**src/rtl/seq_pattern_tx.sv**
```systemverilog
// -----------------------------------------------------------------------------
// seq_pattern_tx
//
// Serial pattern transmitter. A request (pattern, bit length, repeat count) is
// taken over a valid/ready handshake. The pattern is then shifted out MSB-first
// (bit [len-1] first), one bit per clock. GAP_CYC idle cycles are inserted
// between repetitions. A one-cycle done pulse follows the final bit.
//
// Handshake: a request transfers on a rising edge where req_vld_i and
// req_rdy_o are both high. req_rdy_o is high exactly while the FSM is IDLE. A
// requester that sees req_rdy_o low must keep req_vld_i and its payload stable
// until the transfer edge. Requests are never queued.
//
// Parameters
//   W_MAX    maximum pattern width in bits (2..32)
//   GAP_CYC  idle cycles between repetitions (0..15)
//   LEN_W    width of len_i, derived from W_MAX
//
// Ports
//   clk_i        clock, rising edge
//   rst_n_i      asynchronous active-low reset
//   pat_i        pattern, bit [len-1] sent first
//   len_i        pattern length; 0 or > W_MAX means W_MAX
//   rep_i        extra repetitions (frames sent = rep_i + 1)
//   req_vld_i    request valid
//   req_rdy_o    request ready (IDLE)
//   abort_i      synchronous abort of an active transfer
//   data_o       serial data, 0 when data_vld_o is 0
//   data_vld_o   data_o carries a pattern bit
//   busy_o       transfer in progress (SHIFT or GAP)
//   done_o       one-cycle pulse after the last bit of the last frame
//   dbg_state_o  current FSM state encoding (observation only)
// -----------------------------------------------------------------------------
module seq_pattern_tx #(
  parameter int W_MAX   = 16,
  parameter int GAP_CYC = 1,
  localparam int LEN_W  = $clog2(W_MAX + 1)
) (
  input  logic             clk_i,
  input  logic             rst_n_i,
  input  logic [W_MAX-1:0] pat_i,
  input  logic [LEN_W-1:0] len_i,
  input  logic [7:0]       rep_i,
  input  logic             req_vld_i,
  output logic             req_rdy_o,
  input  logic             abort_i,
  output logic             data_o,
  output logic             data_vld_o,
  output logic             busy_o,
  output logic             done_o,
  output logic [1:0]       dbg_state_o
);

  typedef enum logic [1:0] {
    ST_IDLE  = 2'd0,
    ST_SHIFT = 2'd1,
    ST_GAP   = 2'd2
  } state_t;

  localparam logic [LEN_W-1:0] W_MAX_L  = LEN_W'(W_MAX);
  localparam logic [3:0]       GAP_LAST = (GAP_CYC > 0) ? 4'(GAP_CYC - 1) : 4'd0;

  state_t           state;
  state_t           state_nxt;

  // pat_q keeps the left-aligned pattern so every repetition reloads from it.
  // shreg[W_MAX-1] always holds the bit currently on data_o.
  logic [W_MAX-1:0] pat_q;
  logic [W_MAX-1:0] shreg;
  logic [LEN_W-1:0] len_q;
  logic [LEN_W-1:0] bit_cnt;
  logic [7:0]       rep_cnt;
  logic [3:0]       gap_cnt;

  logic [LEN_W-1:0] len_c;
  logic [W_MAX-1:0] pat_aligned;

  logic             accept;
  logic             advance;
  logic             reload;
  logic             gap_enter;
  logic             gap_step;
  logic             last_done;

  logic             data_nxt;
  logic             vld_nxt;
  logic             busy_nxt;
  logic             done_nxt;

  // Clamp the length, then left-align so bit [len-1] lands in the MSB.
  assign len_c       = (len_i == '0 || len_i > W_MAX_L) ? W_MAX_L : len_i;
  assign pat_aligned = pat_i << (W_MAX_L - len_c);

  assign req_rdy_o   = (state == ST_IDLE);
  assign dbg_state_o = state;

  // ---------------------------------------------------------------------------
  // State register
  // ---------------------------------------------------------------------------
  always_ff @(posedge clk_i or negedge rst_n_i) begin
    if (!rst_n_i) begin
      state <= ST_IDLE;
    end else begin
      state <= state_nxt;
    end
  end

  // ---------------------------------------------------------------------------
  // Next-state logic and datapath strobes
  // ---------------------------------------------------------------------------
  always_comb begin
    state_nxt = state;
    accept    = 1'b0;
    advance   = 1'b0;
    reload    = 1'b0;
    gap_enter = 1'b0;
    gap_step  = 1'b0;
    last_done = 1'b0;
    case (state)
      ST_IDLE: begin
        // abort_i has no meaning here; a coincident request still transfers.
        if (req_vld_i) begin
          accept    = 1'b1;
          state_nxt = ST_SHIFT;
        end
      end
      ST_SHIFT: begin
        if (abort_i) begin
          state_nxt = ST_IDLE;
        end else if (bit_cnt != '0) begin
          advance = 1'b1;
        end else if (rep_cnt == 8'd0) begin
          last_done = 1'b1;
          state_nxt = ST_IDLE;
        end else if (GAP_CYC > 0) begin
          gap_enter = 1'b1;
          state_nxt = ST_GAP;
        end else begin
          // No gap configured: next frame starts on the very next cycle.
          reload = 1'b1;
        end
      end
      ST_GAP: begin
        if (abort_i) begin
          state_nxt = ST_IDLE;
        end else if (gap_cnt == 4'd0) begin
          reload    = 1'b1;
          state_nxt = ST_SHIFT;
        end else begin
          gap_step = 1'b1;
        end
      end
      default: begin
        state_nxt = ST_IDLE;
      end
    endcase
  end

  // ---------------------------------------------------------------------------
  // Output logic: values the registered outputs take after this edge
  // ---------------------------------------------------------------------------
  always_comb begin
    data_nxt = 1'b0;
    vld_nxt  = 1'b0;
    busy_nxt = (state_nxt == ST_SHIFT) || (state_nxt == ST_GAP);
    done_nxt = last_done;
    if (accept) begin
      data_nxt = pat_aligned[W_MAX-1];
      vld_nxt  = 1'b1;
    end else if (advance) begin
      data_nxt = shreg[W_MAX-2];
      vld_nxt  = 1'b1;
    end else if (reload) begin
      data_nxt = pat_q[W_MAX-1];
      vld_nxt  = 1'b1;
    end
  end

  always_ff @(posedge clk_i or negedge rst_n_i) begin
    if (!rst_n_i) begin
      data_o     <= 1'b0;
      data_vld_o <= 1'b0;
      busy_o     <= 1'b0;
      done_o     <= 1'b0;
    end else begin
      data_o     <= data_nxt;
      data_vld_o <= vld_nxt;
      busy_o     <= busy_nxt;
      done_o     <= done_nxt;
    end
  end

  // ---------------------------------------------------------------------------
  // Datapath: shift register and counters
  // ---------------------------------------------------------------------------
  always_ff @(posedge clk_i or negedge rst_n_i) begin
    if (!rst_n_i) begin
      pat_q   <= '0;
      shreg   <= '0;
      len_q   <= '0;
      bit_cnt <= '0;
      rep_cnt <= 8'd0;
      gap_cnt <= 4'd0;
    end else begin
      if (accept) begin
        pat_q   <= pat_aligned;
        shreg   <= pat_aligned;
        len_q   <= len_c;
        bit_cnt <= len_c - LEN_W'(1);
        rep_cnt <= rep_i;
      end else if (advance) begin
        shreg   <= shreg << 1;
        bit_cnt <= bit_cnt - LEN_W'(1);
      end else if (reload) begin
        shreg   <= pat_q;
        bit_cnt <= len_q - LEN_W'(1);
        rep_cnt <= rep_cnt - 8'd1;
      end
      // gap_cnt counts the remaining GAP cycles after the current one.
      if (gap_enter) begin
        gap_cnt <= GAP_LAST;
      end else if (gap_step) begin
        gap_cnt <= gap_cnt - 4'd1;
      end
    end
  end

endmodule

```
**config.mk**
```make
export PLATFORM = sky130hd
export DESIGN_NAME = seq_pattern_tx
export DESIGN_NICKNAME = d
export VERILOG_FILES = /design/src/rtl/seq_pattern_tx.sv
export SDC_FILE = /design/constraint.sdc
export NUM_CORES = 1
export LEC_CHECK = 0
export ABC_AREA = 1
export BUFFER_PORTS_ARGS = -buffer_cell sky130_fd_sc_hd__buf_2
export CORE_MARGIN = 2
export CORE_UTILIZATION = 50
export CTS_BUF_LIST = sky130_fd_sc_hd__clkbuf_16
export DETAILED_ROUTE_END_ITERATION = 8
export GPL_ROUTABILITY_DRIVEN = 0
export HOLD_SLACK_MARGIN = 0.08
export PLACE_DENSITY = 0.72
export SLEW_MARGIN = 40
export SYNTH_ARGS = -nofsm -noshare
export SYNTH_HDL_FRONTEND = slang
export SYNTH_SLANG_ARGS = --single-unit
```
**constraint.sdc**
```tcl
create_clock -name clk_i -period 1.6 [get_ports clk_i]
set_input_delay 0.24 -clock clk_i [delete_from_list [all_inputs] [get_ports clk_i]]
set_output_delay 0.24 -clock clk_i [all_outputs]
set_load 0.01 [all_outputs]
```
Word-level counts from Yosys, hierarchy flattened
Cells that the tools add are included.
Widths: inputs -> output; s select.
{ "op_classes": {"addsub": 6, "n_lt_le_gt_ge": 1, "n_eq_ne": 5, "n_shift": 1, "n_mux": 44, "n_reduce_logical": 11} }
{ "op_table": {"columns": ["cell", "n"], "rows": [
  ["$mux 15", 3],
  ["$mux 1", 25],
  ["$mux 8", 3],
  ["$mux 5", 4],
  ["$shl 16x5->16", 1],
  ["$sub 5x1->5 const B", 3],
  ["$mux 2", 6],
  ["$logic_not 8->1", 1],
  ["$mux 4", 2],
  ["$sub 8x1->8 const B", 1],
  ["$pmux 2 s3", 1],
  ["$gt 5x5->1 const B", 1],
  ["$logic_not 5->1", 1],
  ["$reduce_bool 5->1", 1],
  ["$sub 5x5->5 const A", 1],
  ["$eq 2x1->1 const B", 2],
  ["$eq 2x2->1 const B", 2],
  ["$logic_not 4->1", 1],
  ["$reduce_bool 2->1", 2],
  ["$sub 4x1->4 const B", 1],
  ["$reduce_bool 3->1", 1],
  ["$logic_not 2->1", 1],
  ["$logic_or 1x1->1", 2],
  ["$ne 2x2->1 const B", 1],
  ["$reduce_and 2->1", 1]
]} }
{ "totals": {"reg_bits": 59, "in_bits": 33, "output_inout_bits": 7, "elab_cells": 79} }

Longest topological paths before layout
Gate-level depths: netlist of the first run.
{ "logic_depth": {"depth_word": 7, "depth_mapped": 16} }

Worst setup path after synthesis of the first run
Ideal clock, no wire load.
{ "synth_path": {"kind": "input port to flip-flop", "startpoint": "input port len_i[1]", "endpoint": "register shreg[12]", "setup_ns": 0.063, "arrival_time_ns": 2.245, "slack_ns": -0.708, "cell_stages": 15, "path_cell_list": "nor2_1 nand3_1 ha_1 inv_2 nand2_2 buf_2 ha_1 inv_1 buf_2 nand3_1 o21ai_0 nand2_1 nand3b_1 nand2_1 inv_1"} }
{ "synth_between": {"elab_chain_cells": 6, "word_cells_on_any_way": 7} }
{ "synth_rtl": {"columns": ["item", "line", "text"], "rows": [
  ["from (decl)", "42", "input logic [LEN_W-1:0] len_i,"],
  ["$gt 5x5->1 / $logic_not 5->1 (equally long branches)", "91", "assign len_c = (len_i == '0 || len_i > W_MAX_L) ? W_MAX_L : len_i;"],
  ["$logic_or 1x1->1", "91", null],
  ["$mux 5 *", "91", null],
  ["$sub 5x5->5 *", "92", "assign pat_aligned = pat_i << (W_MAX_L - len_c);"],
  ["$shl 16x5->16 *", "92", null],
  ["$mux 15 *", "205", "if (accept) begin"],
  ["to (signal assigned)", "207", "shreg <= pat_aligned;"],
  ["to (signal assigned)", "212", "shreg <= shreg << 1;"],
  ["to (signal assigned)", "215", "shreg <= pat_q;"],
  ["to (decl)", "69", "logic [W_MAX-1:0] shreg;"]
]} }
Every way passes the cells marked *; elsewhere a longest branch is shown, timed or not.
A chain may end at the register's enable or synchronous reset.

Final worst setup path of the first run
{ "layout_path": {"startpoint": "input port len_i[2]", "endpoint": "register shreg[14]"} }
Same word-level chain as after synthesis.

==> results of run 1 <==
[worst min-delay path, stage by stage]
cell and delay [ps]:
buf_2 80, o211ai_1 80, o21ai_0 70
[cell families (layout without fill, tap and decap cells)]
family | Yosys count | in the layout | share of synthesized area
fa+ha+maj | 5 | 5 | 0.0164
buf+inv | 83 | 191 | 0.102
flops | 59 | 59 | 0.387
compound gates | 77 | 77 | 0.122
xor+xnor | 4 | 4 | 0.0112
simple gates | 301 | 302 | 0.362
[final cells by class]
class | count | area share
Timing Repair Buffer | 112 | 0.169
Clock inverter | 7 | 0.0152
Clock buffer | 9 | 0.0403
Multi-Input combinational cell | 388 | 0.440
Sequential cell | 59 | 0.265
Timing Repair inverter | 1 | 0.00157
Tap cell | 99 | 0.0222
Inverter | 62 | 0.0466
[power groups by stage]
stage / sequential (mW) / clock (mW) / combinational [mW]
5_1_grt: 2.57 / 2.13 / 5.66
3_5_place_dp: 2.49 / 0 / 3.96
4_1_cts: 2.48 / 2.05 / 4.57
3_3_place_gp: 2.45 / 0 / 3.83
2_1_floorplan: 2.44 / 0 / 2.78
6_report: 2.52 / 2.03 / 5.18
[layer usage]
layer	global-route usage	routed length [um]	up-vias
met3	0.0390	685	43
met4	0.112	484	0
met1	0.326	4670	1976
met5	0	0	-
li1	-	-	1931
met2	0.467	6220	223
[state kept, by name, summed over array words and instances, names as in the netlist]
name,count
gap_cnt,4
done_o,1
len_q,5
pat_q,16
shreg,15
data_o,1
rep_cnt,8
dbg_state_o,2
bit_cnt,5
busy_o,1
data_vld_o,1
[layout by cell type, fill, tap and decap left out, types with 14 or more instances in the layout]
| cell | n |
|---|---|
| buf_2 | 37 |
| buf_4 | 51 |
| dfrtp_1 | 57 |
| inv_1 | 46 |
| nand2_1 | 120 |
| nand2_2 | 25 |
| nand3_1 | 46 |
| nand3_2 | 25 |
| nor2_1 | 31 |
| nor2_4 | 14 |
| o21ai_0 | 15 |
| o21ai_1 | 19 |
[repair_timing]
action                                 CTS  global route
setup endpoints to repair               40            46
hold buffers                             1             0
endpoints found under the hold margin   59             0
buffers inserted                        14             4
gates cloned                             2             2
pin swaps                               27            43
resized for setup                       57            82
[stage by stage]
step,setup TNS (ps),setup slack (ps),cell area (um^2)
floorplan,-9340,-342,3950
global placement,-14020,-484,4550
detailed placement,-16970,-571,4550
CTS,-1530,-121,5210
global route,-6900,-285,5580
finish,-3710,-194,5580
[worst paths after layout]
kind | start | endpoint | slack (ps) | cells after the start
max | len_i[2] | shreg[14]$_DFFE_PN0P_ | -190 | 15
min | rep_i[1] | rep_cnt[1]$_DFFE_PN0P_ | 190 | 3
max reg2reg | dbg_state_o[0]$_DFF_PN0_ | data_o$_DFF_PN0_ | -160 | 9
min reg2reg | shreg[4]$_DFFE_PN0P_ | shreg[4]$_DFFE_PN0P_ | 480 | 2
max in group asynchronous | rst_n_i | dbg_state_o[1]$_DFF_PN0_ | 840 | 3
min in group asynchronous | rst_n_i | rep_cnt[6]$_DFFE_PN0P_ | 450 | 3
==> flow_summary_export.csv, run 1 <==
group,metric,value,unit
yosys,yosys_warnings,0,
final_layout,antenna_cells,0,
yosys,synth.most_common_cell,"nand2_1",
floorplan,start_util,0.520,
yosys,ys_seq_area_frac,0.387,
routing,avgViaCountPerCell,5.66,
floorplan,fp-row-count,31,
timing,finalHoldViolations,0,
critical_path,cpPeakStageDelay,390,ps
floorplan,pin_count,40,
power,power_density,1740,nW/um^2
global_routing,grt_util_all_layers,0.266,
power,finalPower,9.73,mW
final_layout,area_delta_synth_final,46.4,%
yosys,synth_area,3810,um^2
power,p_int,5.77,mW
final_layout,multi_input_area,2460,um^2
global_routing,grt_pass1_vias,3883,
critical_path,worstPathMaxFanout,7,
routing,vias,4173,
routing,detail_route.wl_per_cell,16.4,um
critical_path,crit_chain,"buf_8 > nor2_4 > nand3_2 > ha_4 > inv_4 > nand2_4 > ha_4 > clkbuf_16 > nand3_1 > nand3_1 > nand2_2 > nand2_2 > nand3b_1 > nand2_1 > inv_1",
routing,drtIter0Drc,264,
final_layout,fillers,472,
clock_tree,clock_path_buffers,2,
yosys,synth_commonest_cells,"nand2_1, nand3_1, dfrtp_1, inv_1, nor2_1",
routing,wirelength,12100,um
yosys,synthFlopType,"dfrtp_1",
clock_tree,clock_latency,330,ps
yosys,synth_top_area_share,0.387,
yosys,syn_nets,567,
power,p_switching,3.96,mW
run_status,status,"finished, violations left",
power,pwr-share-comb,0.532,
power,power.sequential.fraction,0.259,
routing,first_pass_iters,7,
timing,holdWs,187,ps
clock_tree,htree_num_levels,3,
global_routing,grt_pass1_wl,17700,um
clock_tree,tritoncts.num_buffers,9,
yosys,yosys-top-cells-area,"dfrtp_1, nand2_1, nand3_1, inv_1, nor2_1",
global_routing,grt_max_degree,60,
yosys,ys_ff_latch,59,
floorplan,core,7330,um^2
final_layout,finalNonFillerCells,737,
floorplan,fp.dieW,91.3,um
yosys,postSynthCellCount,529,
power,p_sw_frac,0.407,
global_routing,antenna_found_initial,0,
timing,min_period_over_period,1.12,
clock_tree,cts-root-buf,"clkbuf_16",
critical_path,cp_top_family,"simple AND/OR/NAND/NOR gates",
place,place_hpwl,7180,um
timing,slew_viol_final,0,
floorplan,die_y,91.3,um
power,p_leak,2.80,nW
final_layout,nets,671,
power,clock_power_share,0.209,
timing,fmax,558,MHz
critical_path,cp_data_arrival_time,2020,ps
yosys,yosysTopAreaCell,"dfrtp_1",
timing,skew,7.17,ps
floorplan,die_area,8340,um^2
timing,finalSetupViolCount,34,
flow_run,drv_cap,0,
global_routing,grt_overflow,0,
place,portBuffers,39,
worst_hold_path,hold_class,"input pin to flip-flop",
yosys,synth-edff-count,0,
critical_path,cp_slowest_cell,"ha_4",
run_status,violations,"setup timing",
critical_path,cp_num_buf_inv,4,
critical_path,cp-start-kind,"input pin",
final_layout,layout-drive-gt1-share,0.415,
critical_path,worstSetupPathType,"input pin to flip-flop",
critical_path,crit_required,1830,ps
timing,rsz0062_at_grt,"true",
timing,relSlewSlack,0.780,
power,irDropWorstVdd,906,uV
timing,setup_ws,-194,ps
clock_tree,cts_tree,"built",
final_layout,final_core_util,0.762,
yosys,synth_area_per_cell,7.21,um^2
timing,max_slew.worst_pin.slew,331,ps
critical_path,crit_path_end_kind,"flip-flop",
timing,fin_crit,1790,ps
place,placed_cells,698,
yosys,synth_async_sr_flop_share,1.00,
yosys,ys_types,37,
final_layout,seq_area,1480,um^2
routing,antenna_left,0,
clock_tree,cts.sinks,59,
clock_tree,clkTransAtPathRegs,60,ps
routing,drc_errors,0,
Note: power is estimated with default switching activity, not from simulation.
==> run 2: changes to the inputs <==
BUFFER_PORTS_ARGS = not set   (was -buffer_cell sky130_fd_sc_hd__buf_2)
DONT_BUFFER_PORTS = 1   (was not set)
PLACE_DENSITY = 0.68   (was 0.72)
==> run 2 against run 1 <==
Net effect:
- the run ends with hold timing, setup timing left
- core utilization shrank 5.5 points
- sequential share of layout area is 2.1 points higher
- register-to-register slack gained 50 ps
- critical path type is now flip-flop to flip-flop
- wire length decreased by 10%
- flip-flop and latch count is the same
- fmax up 4.9%
- largest power group unchanged
- critical endpoint is now shreg[9]$_DFFE_PN0P_
- global-route usage is 1.4 points lower
- die area is the same
==> flow_summary_export.csv, run 2 (synthesis results as in run 1) <==
group,metric,value,unit
global_routing,antenna_found_initial,0,
place,place_hpwl,6950,um
timing,setup_ws,-109,ps
critical_path,worstPathMaxFanout,7,
routing,wirelength,10800,um
critical_path,cpPeakStageDelay,440,ps
timing,holdWs,-393,ps
final_layout,finalNonFillerCells,705,
final_layout,final_cell_mix,"nand2_1, buf_4, nand3_1, dfrtp_1, inv_1",
clock_tree,clock_path_buffers,2,
timing,fin_crit,1710,ps
critical_path,cp-start-kind,"flip-flop",
floorplan,die_area,8340,um^2
global_routing,grt_pass1_vias,3702,
worst_hold_path,hold_class,"input pin to async pin",
routing,vias,3844,
run_status,violations,"hold timing, setup timing",
timing,relSlewSlack,0.769,
timing,max_slew.worst_pin.slew,343,ps
critical_path,crit_required,1850,ps
critical_path,worstReg2RegStart,"dbg_state_o[0]$_DFF_PN0_",
flow_run,drv_cap,0,
critical_path,timing.reg2reg.setup_slack,-110,ps
critical_path,worstSetupPathType,"flip-flop to flip-flop",
critical_path,crit_path_end_kind,"flip-flop",
routing,avgViaCountPerCell,5.45,
run_status,status,"finished, violations left",
power,irDropWorstVdd,971,uV
critical_path,rr_worst_depth,12,
routing,detail_route.wl_per_cell,15.4,um
floorplan,core,7330,um^2
timing,skew,6.03,ps
clock_tree,cts-root-buf,"clkbuf_16",
final_layout,layout-drive-gt1-share,0.361,
final_layout,nets,640,
floorplan,fp.dieW,91.3,um
final_layout,largest_registers,"pat_q: 16 flops, shreg: 15 flops, rep_cnt: 8 flops",
floorplan,start_util,0.520,
critical_path,crit_chain,"buf_4 > nand2_4 > nor2_8 > nand2_4 > buf_6 > inv_4 > nor2_8 > inv_4 > buf_12 > nand2_1 > inv_1 > a21oi_2",
final_layout,mostFrequentLayoutCell,"nand2_1",
timing,finalSetupViolCount,29,
timing,slew_viol_final,0,
place,portBuffers,0,
critical_path,cp_data_arrival_time,1960,ps
clock_tree,htree_num_levels,3,
global_routing,grt_pass1_wl,16800,um
timing,rsz0062_at_grt,"true",
clock_tree,clkTransAtPathRegs,50,ps
final_layout,top_register,"pat_q",
routing,drtIter0Drc,196,
timing,finalHoldViolations,59,
critical_path,cp_slowest_cell,"dfrtp_2",
power,power_density,1770,nW/um^2
clock_tree,clock_latency,330,ps
final_layout,antenna_cells,0,
floorplan,pin_count,40,
global_routing,grt_overflow,0,
timing,fmax,585,MHz
floorplan,fp-row-count,31,
timing,min_period_over_period,1.07,
floorplan,die_y,91.3,um
global_routing,grt_util_all_layers,0.252,
clock_tree,tritoncts.num_buffers,9,
final_layout,area_delta_synth_final,35.7,%
routing,first_pass_iters,5,
global_routing,grt_max_degree,60,
routing,drc_errors,0,
clock_tree,cts_tree,"built",
power,p_leak,2.56,nW
final_layout,fillers,572,
place,placed_cells,664,
routing,antenna_left,0,
clock_tree,cts.sinks,59,
final_layout,largest_register_ffs,16,
critical_path,r2r-end,"shreg[9]$_DFFE_PN0P_",
==> run 2: cell types whose count changed in the layout (fill, tap and decap cells not counted), moves of 8 or more <==
cell     change
buf_2       -37
buf_4       +14
nand3_1     +11
nand3_2      -9
nor2_2       +9
o21ai_1      +8
==> run 2: cell type report <==
type                    instances  area (um^2)  share of cell area
flip-flops and latches         59         1480               0.286
multi-input cells             388         2360               0.456
repair buffers                 81          689               0.133
clock buffers                   9          225              0.0435
clock inverters                 6         26.3             0.00508
well taps                      99          124              0.0239
inverters                      62          265              0.0512
repair inverters                1         6.26             0.00121
==> run 2: where the power goes <==
group | total, mW | leakage, nW | switching, mW | internal, mW
clock | 1.65 | 0.135 | 0.638 | 1.01
combinational | 5.00 | 1.68 | 2.78 | 2.23
sequential | 2.53 | 0.748 | 0.379 | 2.15
total | 9.18 | 2.56 | 3.79 | 5.39
==> run 2: worst max-delay path: cells and delay by family (launching register included) <==
kind / cells / cell delay, ps
AO/OA/AOI/OAI: 1 / 120
buffers and inverters: 6 / 600
flip-flops: 1 / 440
AND/OR/NAND/NOR: 5 / 470
==> run 2: worst max path at each step <==
stage / from / end / slack [ps] / depth (start not counted)
after CTS: dbg_state_o[1]$_DFF_PN0_ / bit_cnt[4]$_DFFE_PN0P_ / -60 / 14
after global routing: dbg_state_o[1]$_DFF_PN0_ / shreg[10]$_DFFE_PN0P_ / -200 / 12
after global placement: len_i[1] / pat_q[15]$_DFFE_PN0P_ / -390 / 11
after detailed placement: len_i[1] / data_o$_DFF_PN0_ / -420 / 11
after floorplan: len_i[1] / data_o$_DFF_PN0_ / -340 / 12
final: dbg_state_o[0]$_DFF_PN0_ / shreg[9]$_DFFE_PN0P_ / -110 / 12
==> run 2: through the flow <==
stage,setup TNS (ps),util,total power [mW],cell area [um^2],setup WS [ps]
finish,-1540,0.706,9.18,5180,-109
global route,-5020,0.706,9.82,5180,-195
CTS,-132,0.659,8.46,4830,-59.2
detailed placement,-11480,0.591,6.34,4330,-421
global placement,-9580,0.591,6.21,4330,-386
floorplan,-9340,-,5.22,3950,-342
==> run 2: layer usage <==
metal	track usage	routed length [um]
met4	0.0556	123
met3	0.0598	505
met1	0.316	4590
met2	0.443	5620
met5	0	0
==> run 2: timing repair <==
| action | in CTS | in global routing |
|---|---|---|
| hold endpoints to repair | 59 | 59 |
| setup buffers | 13 | 10 |
| gates resized for setup | 45 | 81 |
| cloned | 3 | 1 |
| pin swaps | 32 | 51 |
| setup endpoints to repair | 31 | 42 |
